<file path="config.mk">
export PLATFORM = sky130hd
export DESIGN_NAME = seq_scan_ctrl
export DESIGN_NICKNAME = d
export VERILOG_FILES = /design/src/rtl/seq_scan_ctrl.sv
export SDC_FILE = /design/constraint.sdc
export NUM_CORES = 1
export LEC_CHECK = 0
export BUFFER_PORTS_ARGS = -buffer_cell sky130_fd_sc_hd__buf_2
export CAP_MARGIN = 20
export CELL_PAD_IN_SITES_DETAIL_PLACEMENT = 0
export CELL_PAD_IN_SITES_GLOBAL_PLACEMENT = 1
export CORE_MARGIN = 2
export CORE_UTILIZATION = 40
export CTS_CLUSTER_DIAMETER = 60
export DETAILED_ROUTE_END_ITERATION = 8
export GPL_TIMING_DRIVEN = 0
export HOLD_SLACK_MARGIN = 0.08
export PLACE_DENSITY = 0.73
export SYNTH_ARGS = -nofsm -noshare
export SYNTH_HDL_FRONTEND = slang
export SYNTH_SLANG_ARGS = --single-unit
</file>
<file path="constraint.sdc">
create_clock -name clk -period 1.69 [get_ports clk]
set_input_delay 0.0845 -clock clk [delete_from_list [all_inputs] [get_ports clk]]
set_output_delay 0.0845 -clock clk [all_outputs]
set_load 0.01 [all_outputs]
</file>
<file path="src/rtl/seq_scan_ctrl.sv">
// seq_scan_ctrl
//   Accepts parallel words over a valid/ready handshake, shifts each one
//   MSB-first through a serial pattern matcher and counts matches across a
//   multi-word frame. Matches that straddle word boundaries inside a frame
//   are detected; history is cleared when a frame ends.
//
// Ports
//   clk          rising-edge clock
//   rst          synchronous, active-low reset
//   cfg_we       configuration write (honoured only when idle and no frame open)
//   cfg_pattern  pattern to detect, bit PAT_W-1 arrives first
//   cfg_overlap  1 = overlapping detection, 0 = non-overlapping
//   in_valid     producer offers a word
//   in_data      word to scan
//   in_last      word closes the current frame
//   in_ready     controller can accept a word (idle)
//   hit          one-cycle pulse per match
//   hit_cnt      saturating match count of the current / most recent frame
//   busy         a word is being serialised
//   done         one-cycle pulse after the last bit of a frame
module seq_scan_ctrl #(
  parameter int WORD_W = 8,
  parameter int PAT_W  = 4,
  parameter int CNT_W  = 8
) (
  input  logic              clk,
  input  logic              rst,
  input  logic              cfg_we,
  input  logic [PAT_W-1:0]  cfg_pattern,
  input  logic              cfg_overlap,
  input  logic              in_valid,
  input  logic [WORD_W-1:0] in_data,
  input  logic              in_last,
  output logic              in_ready,
  output logic              hit,
  output logic [CNT_W-1:0]  hit_cnt,
  output logic              busy,
  output logic              done
);

  localparam int IDX_W  = (WORD_W > 1) ? $clog2(WORD_W) : 1;
  localparam int SEEN_W = $clog2(PAT_W);

  localparam logic [IDX_W-1:0]  LAST_IDX  = IDX_W'(WORD_W - 1);
  localparam logic [SEEN_W-1:0] SEEN_FULL = SEEN_W'(PAT_W - 1);
  localparam logic [CNT_W-1:0]  CNT_MAX   = '1;

  // Reset pattern: alternating 1010... seen from the MSB, truncated to PAT_W.
  function automatic logic [PAT_W-1:0] default_pattern();
    logic [PAT_W-1:0] p;
    for (int i = 0; i < PAT_W; i++) p[i] = (i % 2 == 1);
    return p;
  endfunction

  typedef enum logic {
    S_IDLE  = 1'b0,
    S_SHIFT = 1'b1
  } state_t;

  state_t              r_state;
  state_t              w_state_nxt;
  logic                w_accept;
  logic                w_word_end;

  logic [WORD_W-1:0]   r_shreg;
  logic                r_last;
  logic [IDX_W-1:0]    r_idx;
  logic [PAT_W-2:0]    r_hist;
  logic [SEEN_W-1:0]   r_seen;
  logic [PAT_W-1:0]    r_pattern;
  logic                r_overlap;
  logic                r_frame_open;
  logic                r_hit;
  logic                r_done;
  logic [CNT_W-1:0]    r_hit_cnt;

  logic                w_bit;
  logic [PAT_W-1:0]    w_window;
  logic                w_match;
  logic [SEEN_W-1:0]   w_seen_nxt;

  // ---------------------------------------------------------------------------
  // FSM state register
  // ---------------------------------------------------------------------------
  // NOTE: clocked state uses non-blocking assignments so every register
  // samples the pre-edge values regardless of statement order.
  always_ff @(posedge clk) begin
    if (!rst) r_state <= S_IDLE;
    else      r_state <= w_state_nxt;
  end

  // ---------------------------------------------------------------------------
  // FSM next-state
  // ---------------------------------------------------------------------------
  // NOTE: every combinational output is given a default before the case so no
  // path leaves it unassigned, which would otherwise infer a latch.
  always_comb begin
    w_state_nxt = r_state;
    w_accept    = 1'b0;
    w_word_end  = 1'b0;
    case (r_state)
      S_IDLE: begin
        if (in_valid) begin
          w_accept    = 1'b1;
          w_state_nxt = S_SHIFT;
        end
      end
      S_SHIFT: begin
        if (r_idx == LAST_IDX) begin
          w_word_end  = 1'b1;
          w_state_nxt = S_IDLE;
        end
      end
      default: w_state_nxt = S_IDLE;
    endcase
  end

  // ---------------------------------------------------------------------------
  // Serial matcher: the bit under evaluation is the shift register MSB.
  // The new history is simply the low PAT_W-1 bits of the current window.
  // ---------------------------------------------------------------------------
  always_comb begin
    w_bit      = r_shreg[WORD_W-1];
    w_window   = {r_hist, w_bit};
    w_match    = (r_state == S_SHIFT) && (w_window == r_pattern) &&
                 (r_seen == SEEN_FULL);
    w_seen_nxt = r_seen;
    if (w_match && !r_overlap)  w_seen_nxt = '0;
    else if (r_seen != SEEN_FULL) w_seen_nxt = r_seen + SEEN_W'(1);
  end

  // ---------------------------------------------------------------------------
  // Datapath, configuration and frame bookkeeping
  // ---------------------------------------------------------------------------
  always_ff @(posedge clk) begin
    if (!rst) begin
      r_shreg      <= '0;
      r_last       <= 1'b0;
      r_idx        <= '0;
      r_hist       <= '0;
      r_seen       <= '0;
      r_pattern    <= default_pattern();
      r_overlap    <= 1'b1;
      r_frame_open <= 1'b0;
      r_hit        <= 1'b0;
      r_done       <= 1'b0;
      r_hit_cnt    <= '0;
    end else begin
      r_hit  <= 1'b0;
      r_done <= 1'b0;

      // Reconfiguration is only safe between frames; anything else is dropped.
      if (r_state == S_IDLE && !r_frame_open && cfg_we) begin
        r_pattern <= cfg_pattern;
        r_overlap <= cfg_overlap;
      end

      if (w_accept) begin
        r_shreg <= in_data;
        r_last  <= in_last;
        r_idx   <= '0;
        if (!r_frame_open) begin
          r_hit_cnt    <= '0;
          r_frame_open <= 1'b1;
        end
      end

      if (r_state == S_SHIFT) begin
        r_shreg <= r_shreg << 1;
        r_idx   <= r_idx + IDX_W'(1);
        r_hist  <= w_window[PAT_W-2:0];
        r_seen  <= w_seen_nxt;
        if (w_match) begin
          r_hit <= 1'b1;
          if (r_hit_cnt != CNT_MAX) r_hit_cnt <= r_hit_cnt + CNT_W'(1);
        end
        // Closing a frame overrides the history update above.
        if (w_word_end && r_last) begin
          r_hist       <= '0;
          r_seen       <= '0;
          r_frame_open <= 1'b0;
          r_done       <= 1'b1;
        end
      end
    end
  end

  assign in_ready = (r_state == S_IDLE);
  assign busy     = (r_state == S_SHIFT);
  assign hit      = r_hit;
  assign done     = r_done;
  assign hit_cnt  = r_hit_cnt;

endmodule

</file>
==> results.py, run 1 <==
metrics = {
    "run_status": {
        "status": "finished, final reports clean",
    },
    "sta": {
        "layout_min_cycle_time_ns": 1.58,
        "hold_viol_final": 0,
        "finClkSkew_ns": 0.00387,
        "maxSlewViolCount": 0,
        "setup_ws_ns": 0.115,
        "tightest_slew_ns": 0.540,
        "setup_viol_count_final": 0,
        "slew_headroom_pct": 64.0,
        "rsz0062_at_grt": "no",
        "min_period_over_period_pct": 93.2,
        "finalSetupTns_ns": 0,
        "fmax_ghz": 0.635,
    },
    "clocking": {
        "cts_tree": "built",
        "cts.clk_slew.worst_paths_ns": 0.07,
        "cts.path.max_buffers": 2,
        "clock_sinks": 34,
        "htreeDepth": 2,
        "post_cts_buffers": 0,
        "clock_latency_ns": 0.28,
        "clock-root-buffer": "clkbuf_8",
        "cts_buffers": 5,
    },
    "critical_path": {
        "cp.buffers_inverters": 1,
        "end_kind": "register",
        "cp_top_family": "simple AND/OR/NAND/NOR gates",
        "worstPathRequired_ns": 1.91,
        "path_max_fanout": 10,
        "reg2reg_from": "busy$_SDFF_PN0_",
        "cpPeakStageDelay_ns": 0.46,
        "timing.reg2reg.setup_slack_ns": 0.11,
        "crit_start": "busy$_SDFF_PN0_",
        "crit_type": "register to register",
        "cp.arrival_ns": 1.79,
        "worst_setup_path_start_kind": "register",
        "worstPathCellList": "buf_2 > nand3_1 > nor4b_2 > mux2i_1",
        "worst_r2r_path_depth": 4,
        "crit_slowest_cell": "dfxtp_1",
        "r2r_end": "hit_cnt[4]$_SDFF_PN0_",
    },
    "yosys": {
        "synth.avg_cell_area_um2": 8.72,
        "yosysTopAreaCell": "dfxtp_1",
        "yosys_register_bits": 34,
        "ys_warn_count": 0,
        "synthTopCellsByArea": "dfxtp_1 42%, mux2i_1 11%, nor2_1 6.1%",
        "yosysUniqueCellTypes": 38,
        "syn_inst": 184,
        "syn_area_um2": 1600,
        "synthesis.nets": 206,
        "synth_top_area_share_pct": 42.4,
        "yosysSeqAreaShare_pct": 42.4,
    },
    "power": {
        "total_power_mw": 1.62,
        "ir_worst_vdd_uv": 485,
        "p_leak_nw": 0.860,
        "power_density_nw_per_um2": 830,
    },
    "placement": {
        "hpwlAfterDp_mm": 2.94,
        "io_buffers": 29,
        "gp_congestion": 0.751,
        "place_ws_ns": 0.103,
        "postPlaceCellArea_um2": 1810,
    },
    "drt": {
        "route.detailed.drc": 0,
        "drtAntennaViolNets": 0,
        "wl_per_cell_um": 14.3,
        "dr_total_vias": 1445,
        "via_per_inst": 5.24,
        "drtPass1Iterations": 4,
        "drt_iter0_markers": 66,
        "drt-total-wl_mm": 3.94,
    },
    "die": {
        "rows": 23,
        "initial_core_util_pct": 40.7,
        "core_um2": 3940,
        "ioPinCount": 30,
        "dieArea_um2": 4530,
        "die_w_um": 67.3,
        "die_y_um": 67.3,
    },
    "layout": {
        "utilization_pct": 49.6,
        "drive_gt1_share_pct": 19.0,
        "areaGrowthSynthToFinish_pct": 21.8,
        "nNetsFinal": 248,
        "antenna_cells": 0,
        "postLayoutCellArea_um2": 1950,
    },
    "worst_hold_path": {
        "hold_end": "busy$_SDFF_PN0_",
        "whs_path_depth": 3,
        "min-delay-start": "rst",
        "hold_path.class": "input port to register",
    },
    "global_routing": {
        "grt_max_degree": 11,
        "grt_overflow_total": 0,
        "antenna_found_initial": 0,
        "grt_pass1_wl_mm": 6.62,
        "grt_usage_pct": 19.5,
        "grt_pass1_vias": 1481,
    },
    "job": {
        "maxCapViolations": 0,
    },
}
[through the flow]
stage               hold slack (ns)  cells
finish                        0.118    276
global route                  0.146    276
CTS                           0.112    276
detailed placement            0.308    263
global placement              0.301    263
floorplan                     0.213    184
[worst register-to-register path, delay by kind of cell (launching register included)]
family / cells / cell delay, ns
AND/OR/NAND/NOR: 2 / 0.53
flip-flops: 1 / 0.46
buffers and inverters: 1 / 0.32
multiplexers: 1 / 0.20
[how the worst max path moves through the flow]
stage | slack (ns) | depth (start not counted) | to
after floorplan | 0.27 | 5 | hit_cnt[2]$_SDFF_PN0_
final | 0.11 | 4 | hit_cnt[4]$_SDFF_PN0_
after CTS | 0.1 | 5 | hit_cnt[2]$_SDFF_PN0_
after global placement | 0.16 | 5 | hit_cnt[2]$_SDFF_PN0_
after detailed placement | 0.10 | 5 | hit_cnt[2]$_SDFF_PN0_
after global routing | 0.03 | 4 | hit_cnt[4]$_SDFF_PN0_
[report_power, final]
part | switching, mW | internal [mW]
sequential | 0.0259 | 0.833
clock | 0.280 | 0.284
combinational | 0.111 | 0.0895
[placed cells by master (no fill, tap or decap)]
cell	instances
a21o_1	1
nand3_1	12
nor2_1	26
clkbuf_8	5
a21oi_1	18
o221ai_1	2
xnor2_1	3
xnor2_2	1
ha_1	4
o211ai_1	2
o21ai_1	1
or3_1	1
nor3b_1	1
nor4b_2	1
a31oi_1	1
nor3b_4	1
clkinv_1	1
nand2b_1	4
nor3_1	2
o41ai_1	1
nand2_1	17
inv_1	5
dlygate4sd3_1	6
buf_6	1
o2111a_1	1
o311ai_1	2
buf_2	32
o21ai_0	1
and4_1	1
clkbuf_1	7
a211oi_1	2
dfxtp_1	34
nand4_1	1
o2111ai_2	1
inv_2	1
a32o_1	1
mux2i_1	17
a221oi_1	1
and3_1	7
[cells by family after synthesis]
| group | count (synthesis) | synth area share, % |
|---|---|---|
| and+or+nand+nor | 74 | 22.6 |
| AOI/OAI and AO/OA | 35 | 14.1 |
| DFF | 34 | 42.4 |
| muxes | 17 | 10.6 |
| buffers and inverters | 16 | 4.45 |
| xor gates and xnor gates | 4 | 2.65 |
| adders and majority gates | 4 | 3.12 |
[per-layer routing]
metal,global-route usage [%],share of wire (%),up-vias
met2,36.4,53,24
met1,21.4,43,679
met3,5.00,3.3,4
met5,0,0,-
li1,-,-,738
met4,6.12,0.97,0
[state kept, by name, summed over array words and instances, names as in the netlist]
| register | count |
|---|---|
| r_pattern | 4 |
| done | 1 |
| r_last | 1 |
| busy | 1 |
| r_idx | 3 |
| r_hist | 3 |
| hit | 1 |
| r_seen | 2 |
| r_shreg | 8 |
| r_overlap | 1 |
| hit_cnt | 8 |
| r_frame_open | 1 |
[Yosys cell counts (all sizes together)]
cell type   n
nor2       26
dfxtp      34
and3        7
a221oi      1
inv         6
buf         4
xnor2       4
o221ai      2
o211ai      2
nor3b       2
nor4b       1
nand2      17
a21oi      18
or3         1
a32o        1
o2111a      1
a211oi      2
clkbuf      5
a21o        1
o311ai      2
o21ai       2
nand4       1
nand3      12
and4        1
o41ai       1
nand2b      4
a31oi       1
clkinv      1
nor3        2
mux2i      17
o2111ai     1
ha          4
[area by class of cell]
class	instances	area [µm²]
buffer	9	45.0
clock buffer	7	76.3
fill	403	1990
inverter	7	26.3
multi-input combinational	134	858
sequential	34	681
tap	50	62.6
timing repair buffer	35	205
[repair_timing]
| item | 4_1_cts | 5_1_grt |
|---|---|---|
| hold endpoints to repair | 6 | 0 |
| gates resized for setup | 0 | 2 |
| endpoints found under the setup margin | 0 | 2 |
| hold buffers | 6 | 0 |
Power figures use the tool's default switching activity.
==> run 2: changes to the inputs <==
- REMOVE_ABC_BUFFERS: not set -> 1
==> results.py, run 2 (synthesized netlist as in run 1, its figures left out) <==
metrics = {
    "placement": {
        "hpwlAfterDp_mm": 2.48,
        "dp.cells": 254,
        "place_ws_ns": -0.343,
        "io_buffers": 29,
        "gp_congestion": 0.837,
        "postPlaceCellArea_um2": 1770,
    },
    "sta": {
        "maxSlewViolCount": 0,
        "setup_viol_count_final": 0,
        "slew_headroom_pct": 72.0,
        "hold_viol_final": 0,
        "layout_min_cycle_time_ns": 1.50,
        "min_period_over_period_pct": 88.9,
        "rsz0062_at_grt": "no",
        "setup_ws_ns": 0.187,
        "finClkSkew_ns": 0.00625,
        "whs_ns": 0.101,
        "fmax_ghz": 0.665,
        "tightest_slew_ns": 0.420,
    },
    "layout": {
        "fillers": 371,
        "multi_input_area_um2": 861,
        "finalNonFillerCells": 269,
        "nNetsFinal": 241,
        "areaGrowthSynthToFinish_pct": 21.1,
        "final_cell_mix": "33 x dfxtp_1, 29 x buf_2, 25 x nor2_1",
        "drive_gt1_share_pct": 20.1,
        "postLayoutCellArea_um2": 1940,
        "mostFrequentLayoutCell": "dfxtp_1",
        "utilization_pct": 49.3,
        "area.sequential_um2": 684,
        "antenna_cells": 0,
    },
    "global_routing": {
        "grt_usage_pct": 17.7,
        "grt_overflow_total": 0,
        "grt_pass1_vias": 1287,
        "antenna_found_initial": 0,
        "grt_max_degree": 34,
        "grt_pass1_wl_mm": 5.81,
    },
    "drt": {
        "dr_total_vias": 1411,
        "route.detailed.drc": 0,
        "drt_iter0_markers": 86,
        "drtPass1Iterations": 4,
        "via_per_inst": 5.25,
        "drt-total-wl_mm": 3.63,
        "drtAntennaViolNets": 0,
        "wl_per_cell_um": 13.5,
    },
    "clocking": {
        "clock-root-buffer": "clkbuf_8",
        "cts.clk_slew.worst_paths_ns": 0.07,
        "cts_buffers": 5,
        "post_cts_buffers": 0,
        "htreeDepth": 2,
        "cts_tree": "built",
        "cts.path.max_buffers": 2,
        "clock_sinks": 34,
        "clock_latency_ns": 0.29,
    },
    "job": {
        "maxCapViolations": 0,
    },
    "die": {
        "ioPinCount": 30,
        "die_w_um": 67.3,
        "initial_core_util_pct": 40.7,
        "core_um2": 3940,
        "dieArea_um2": 4530,
        "die_y_um": 67.3,
        "rows": 23,
    },
    "power": {
        "p_leak_nw": 0.848,
        "power_density_nw_per_um2": 831,
        "ir_worst_vdd_uv": 464,
    },
    "critical_path": {
        "end_kind": "register",
        "cpPeakStageDelay_ns": 0.34,
        "worst_setup_path_start_kind": "register",
        "path_max_fanout": 5,
        "crit_slowest_cell": "dfxtp_1",
        "worstPathCellList": "ha_1 > nand3_1 > o2111ai_2 > o311ai_0 > o41ai_1",
        "crit_start": "hit_cnt[0]$_SDFF_PN0_",
        "worstPathRequired_ns": 1.85,
        "crit_type": "register to register",
        "cp.arrival_ns": 1.67,
        "reg2reg_from": "hit_cnt[0]$_SDFF_PN0_",
    },
    "run_status": {
        "status": "finished, final reports clean",
    },
    "worst_hold_path": {
        "min-delay-start": "rst",
        "hold_path.class": "input port to register",
    },
}
-- run 2: cell count changes in the layout (fill, tap and decap cells not counted), sizes merged --
cell / delta
buf: -4
clkbuf: -7
clkinv: +1
clkinvlp: +1
dlygate4sd3: +2
-- run 2: layer usage --
metal	vias up	wire length (µm)	track usage [%]	share of wire, %
met2	32	1670	27.4	46
met4	0	92	10.7	2.5
met3	9	169	4.00	4.7
met1	648	1690	22.3	47
met5	-	0	0	0
li1	722	-	-	-
-- run 2: power breakdown --
part           leakage [nW]  internal (mW)  switching, mW
Combinational         0.527         0.0842         0.0919
Clock                0.0438          0.276          0.291
Sequential            0.278          0.832         0.0374
-- run 2: path summary, 6_finish.rpt --
check / to / slack [ns] / cells after the start
setup / recovery: hit_cnt[2]$_SDFF_PN0_ / 0.19 / 5
hold / removal: r_pattern[1]$_SDFFE_PN1P_ / 0.10 / 2
setup reg to reg: hit_cnt[2]$_SDFF_PN0_ / 0.19 / 5
hold reg to reg: r_seen[1]$_SDFFE_PN0P_ / 0.47 / 2
-- run 2: cell type report --
| type | count | area share [%] |
|---|---|---|
| Multi-Input combinational cell | 134 | 44.3 |
| Sequential cell | 34 | 35.2 |
| Timing Repair Buffer | 37 | 11.6 |
| Clock buffer | 5 | 3.54 |
| Tap cell | 50 | 3.22 |
| Inverter | 7 | 1.55 |
| Clock inverter | 2 | 0.515 |
-- run 2: repair_timing --
action                                  4_1_cts  5_1_grt
endpoints found under the setup margin       17        8
gates resized for setup                       1        4
hold buffers                                  8        0
hold endpoints to repair                      7        0
-- run 2: critical path: cells and delay by family (launching register included) --
kind	cells	cell delay (ns)
AND/OR/NAND/NOR	1	0.18
AO/OA/AOI/OAI	3	0.62
flip-flops	1	0.34
adder cells (fa/ha/maj)	1	0.24
-- run 2: metrics by stage --
stage               total power, mW  TNS [ns]
floorplan                     0.984    -0.129
global placement               1.04     -2.72
detailed placement             1.05     -3.02
CTS                            1.63         0
global route                   1.68         0
finish                         1.61         0
==> run 3: changes to the inputs <==
==> constraint.sdc (replaced) <==
create_clock -name clk -period 1.69 [get_ports clk]
set_input_delay 0.507 -clock clk [delete_from_list [all_inputs] [get_ports clk]]
set_output_delay 0.507 -clock clk [all_outputs]
set_load 0.01 [all_outputs]
==> results.py, run 3 (synthesized netlist as in run 1, its figures left out) <==
metrics = {
    "power": {
        "total_power_mw": 1.61,
        "power_density_nw_per_um2": 857,
        "p_leak_nw": 0.826,
        "ir_worst_vdd_uv": 472,
    },
    "drt": {
        "drt_iter0_markers": 104,
        "wl_per_cell_um": 13.8,
        "route.detailed.drc": 0,
        "drt-total-wl_mm": 3.63,
        "drtAntennaViolNets": 0,
        "dr_total_vias": 1408,
        "drtPass1Iterations": 4,
        "via_per_inst": 5.37,
    },
    "placement": {
        "hpwlAfterDp_mm": 2.48,
        "io_buffers": 29,
        "gp_congestion": 0.837,
    },
    "layout": {
        "multi_input_area_um2": 861,
        "mostFrequentLayoutCell": "dfxtp_1",
        "nNetsFinal": 234,
        "utilization_pct": 47.5,
        "area.sequential_um2": 684,
        "drive_gt1_share_pct": 21.2,
        "antenna_cells": 0,
        "fillers": 374,
        "areaGrowthSynthToFinish_pct": 16.8,
        "final_cell_mix": "33 x dfxtp_1, 29 x buf_2, 25 x nor2_1",
    },
    "die": {
        "initial_core_util_pct": 40.7,
        "die_w_um": 67.3,
        "ioPinCount": 30,
        "dieArea_um2": 4530,
        "core_um2": 3940,
        "die_y_um": 67.3,
        "rows": 23,
    },
    "critical_path": {
        "reg2reg_from": "hit_cnt[0]$_SDFF_PN0_",
        "worst_setup_path_start_kind": "register",
        "worst_r2r_path_depth": 5,
        "end_kind": "primary output",
        "r2r_end": "hit_cnt[2]$_SDFF_PN0_",
        "crit_start": "busy$_SDFF_PN0_",
        "crit_end": "in_ready",
        "timing.reg2reg.setup_slack_ns": 0.19,
        "worstPathRequired_ns": 1.18,
        "crit_type": "register to primary output",
        "cpPeakStageDelay_ns": 0.50,
        "path_max_fanout": 18,
        "crit_slowest_cell": "dfxtp_4",
        "cp.arrival_ns": 1.06,
        "worstPathCellList": "inv_4 > buf_2",
    },
    "global_routing": {
        "grt_max_degree": 34,
        "antenna_found_initial": 0,
        "grt_pass1_vias": 1262,
        "grt_usage_pct": 17.4,
        "grt_pass1_wl_mm": 5.71,
        "grt_overflow_total": 0,
    },
    "clocking": {
        "clock_sinks": 34,
        "holdBufCountCts": 0,
        "cts.clk_slew.worst_paths_ns": 0.07,
        "clock_latency_ns": 0.29,
        "htreeDepth": 2,
        "cts.path.max_buffers": 2,
        "cts_buffers": 5,
        "cts_tree": "built",
        "clock-root-buffer": "clkbuf_8",
    },
    "sta": {
        "fmax_ghz": 0.640,
        "finClkSkew_ns": 0.00604,
        "setup_viol_count_final": 0,
        "min_period_over_period_pct": 92.5,
        "maxSlewViolCount": 0,
        "layout_min_cycle_time_ns": 1.56,
        "hold_viol_final": 0,
        "tightest_slew_ns": 0.401,
        "slew_headroom_pct": 73.2,
        "rsz0062_at_grt": "no",
    },
    "run_status": {
        "status": "finished, final reports clean",
    },
    "job": {
        "maxCapViolations": 0,
    },
    "worst_hold_path": {
        "min-delay-start": "cfg_pattern[3]",
        "hold_path.class": "input port to register",
    },
}
==> run 3: cell count changes in the layout (fill, tap and decap cells not counted) <==
cell | previous run | this run
buf_6 | 0 | 1
clkinvlp_4 | 1 | 0
dlygate4sd3_1 | 8 | 0
inv_2 | 1 | 0
inv_4 | 0 | 2
==> run 3: power by group <==
group          internal (mW)  switching, mW  total (mW)
logic                 0.0757         0.0971       0.173
registers              0.832         0.0329       0.865
clock network          0.276          0.292       0.568
==> run 3: worst min-delay path by stage <==
stage,endpoint,slack (ns),depth (start not counted)
2_1_floorplan,r_seen[1]$_SDFFE_PN0P_,0.44,2
3_3_place_gp,r_seen[1]$_SDFFE_PN0P_,0.45,2
3_5_place_dp,r_seen[1]$_SDFFE_PN0P_,0.46,2
4_1_cts,r_pattern[3]$_SDFFE_PN1P_,0.43,3
5_1_grt,r_pattern[3]$_SDFFE_PN1P_,0.45,3
6_report,r_pattern[3]$_SDFFE_PN1P_,0.43,3
==> run 3: per-layer routing <==
metal | share of wire [%] | track usage (%) | vias up
met5 | 0 | 0 | -
met4 | 2.4 | 10.7 | 0
met3 | 5.4 | 4.00 | 7
met2 | 45 | 26.7 | 34
met1 | 47 | 22.0 | 655
li1 | - | - | 712
==> run 3: critical path: cells and delay by family (launching register included) <==
family                 cells  cell delay [ns]
DFF                        1             0.50
buffers and inverters      2             0.27
==> run 3: timing repair <==
action | CTS | global route
resized for setup | 4 | 3
gates cloned | 0 | 0
setup buffers | 0 | 1
setup endpoints to repair | 17 | 6
==> run 3: cell type report <==
cell class,instances,area share [%]
clock inverter,2,0.534
multi-input combinational,134,45.9
timing repair buffer,30,8.34
sequential,34,36.5
inverter,7,1.67
clock buffer,5,3.67
tap,50,3.34
==> run 3: metrics by stage <==
step	hold slack [ns]	instances	worst slack, ns	TNS [ns]	area [µm²]
CTS	0.431	261	0.00750	0	1850
finish	0.431	262	0.127	0	1870
floorplan	0.438	175	-0.0396	-0.129	1560
detailed placement	0.464	254	-0.670	-5.77	1770
global placement	0.448	254	-0.613	-4.89	1770
global route	0.446	262	0.0448	0	1870
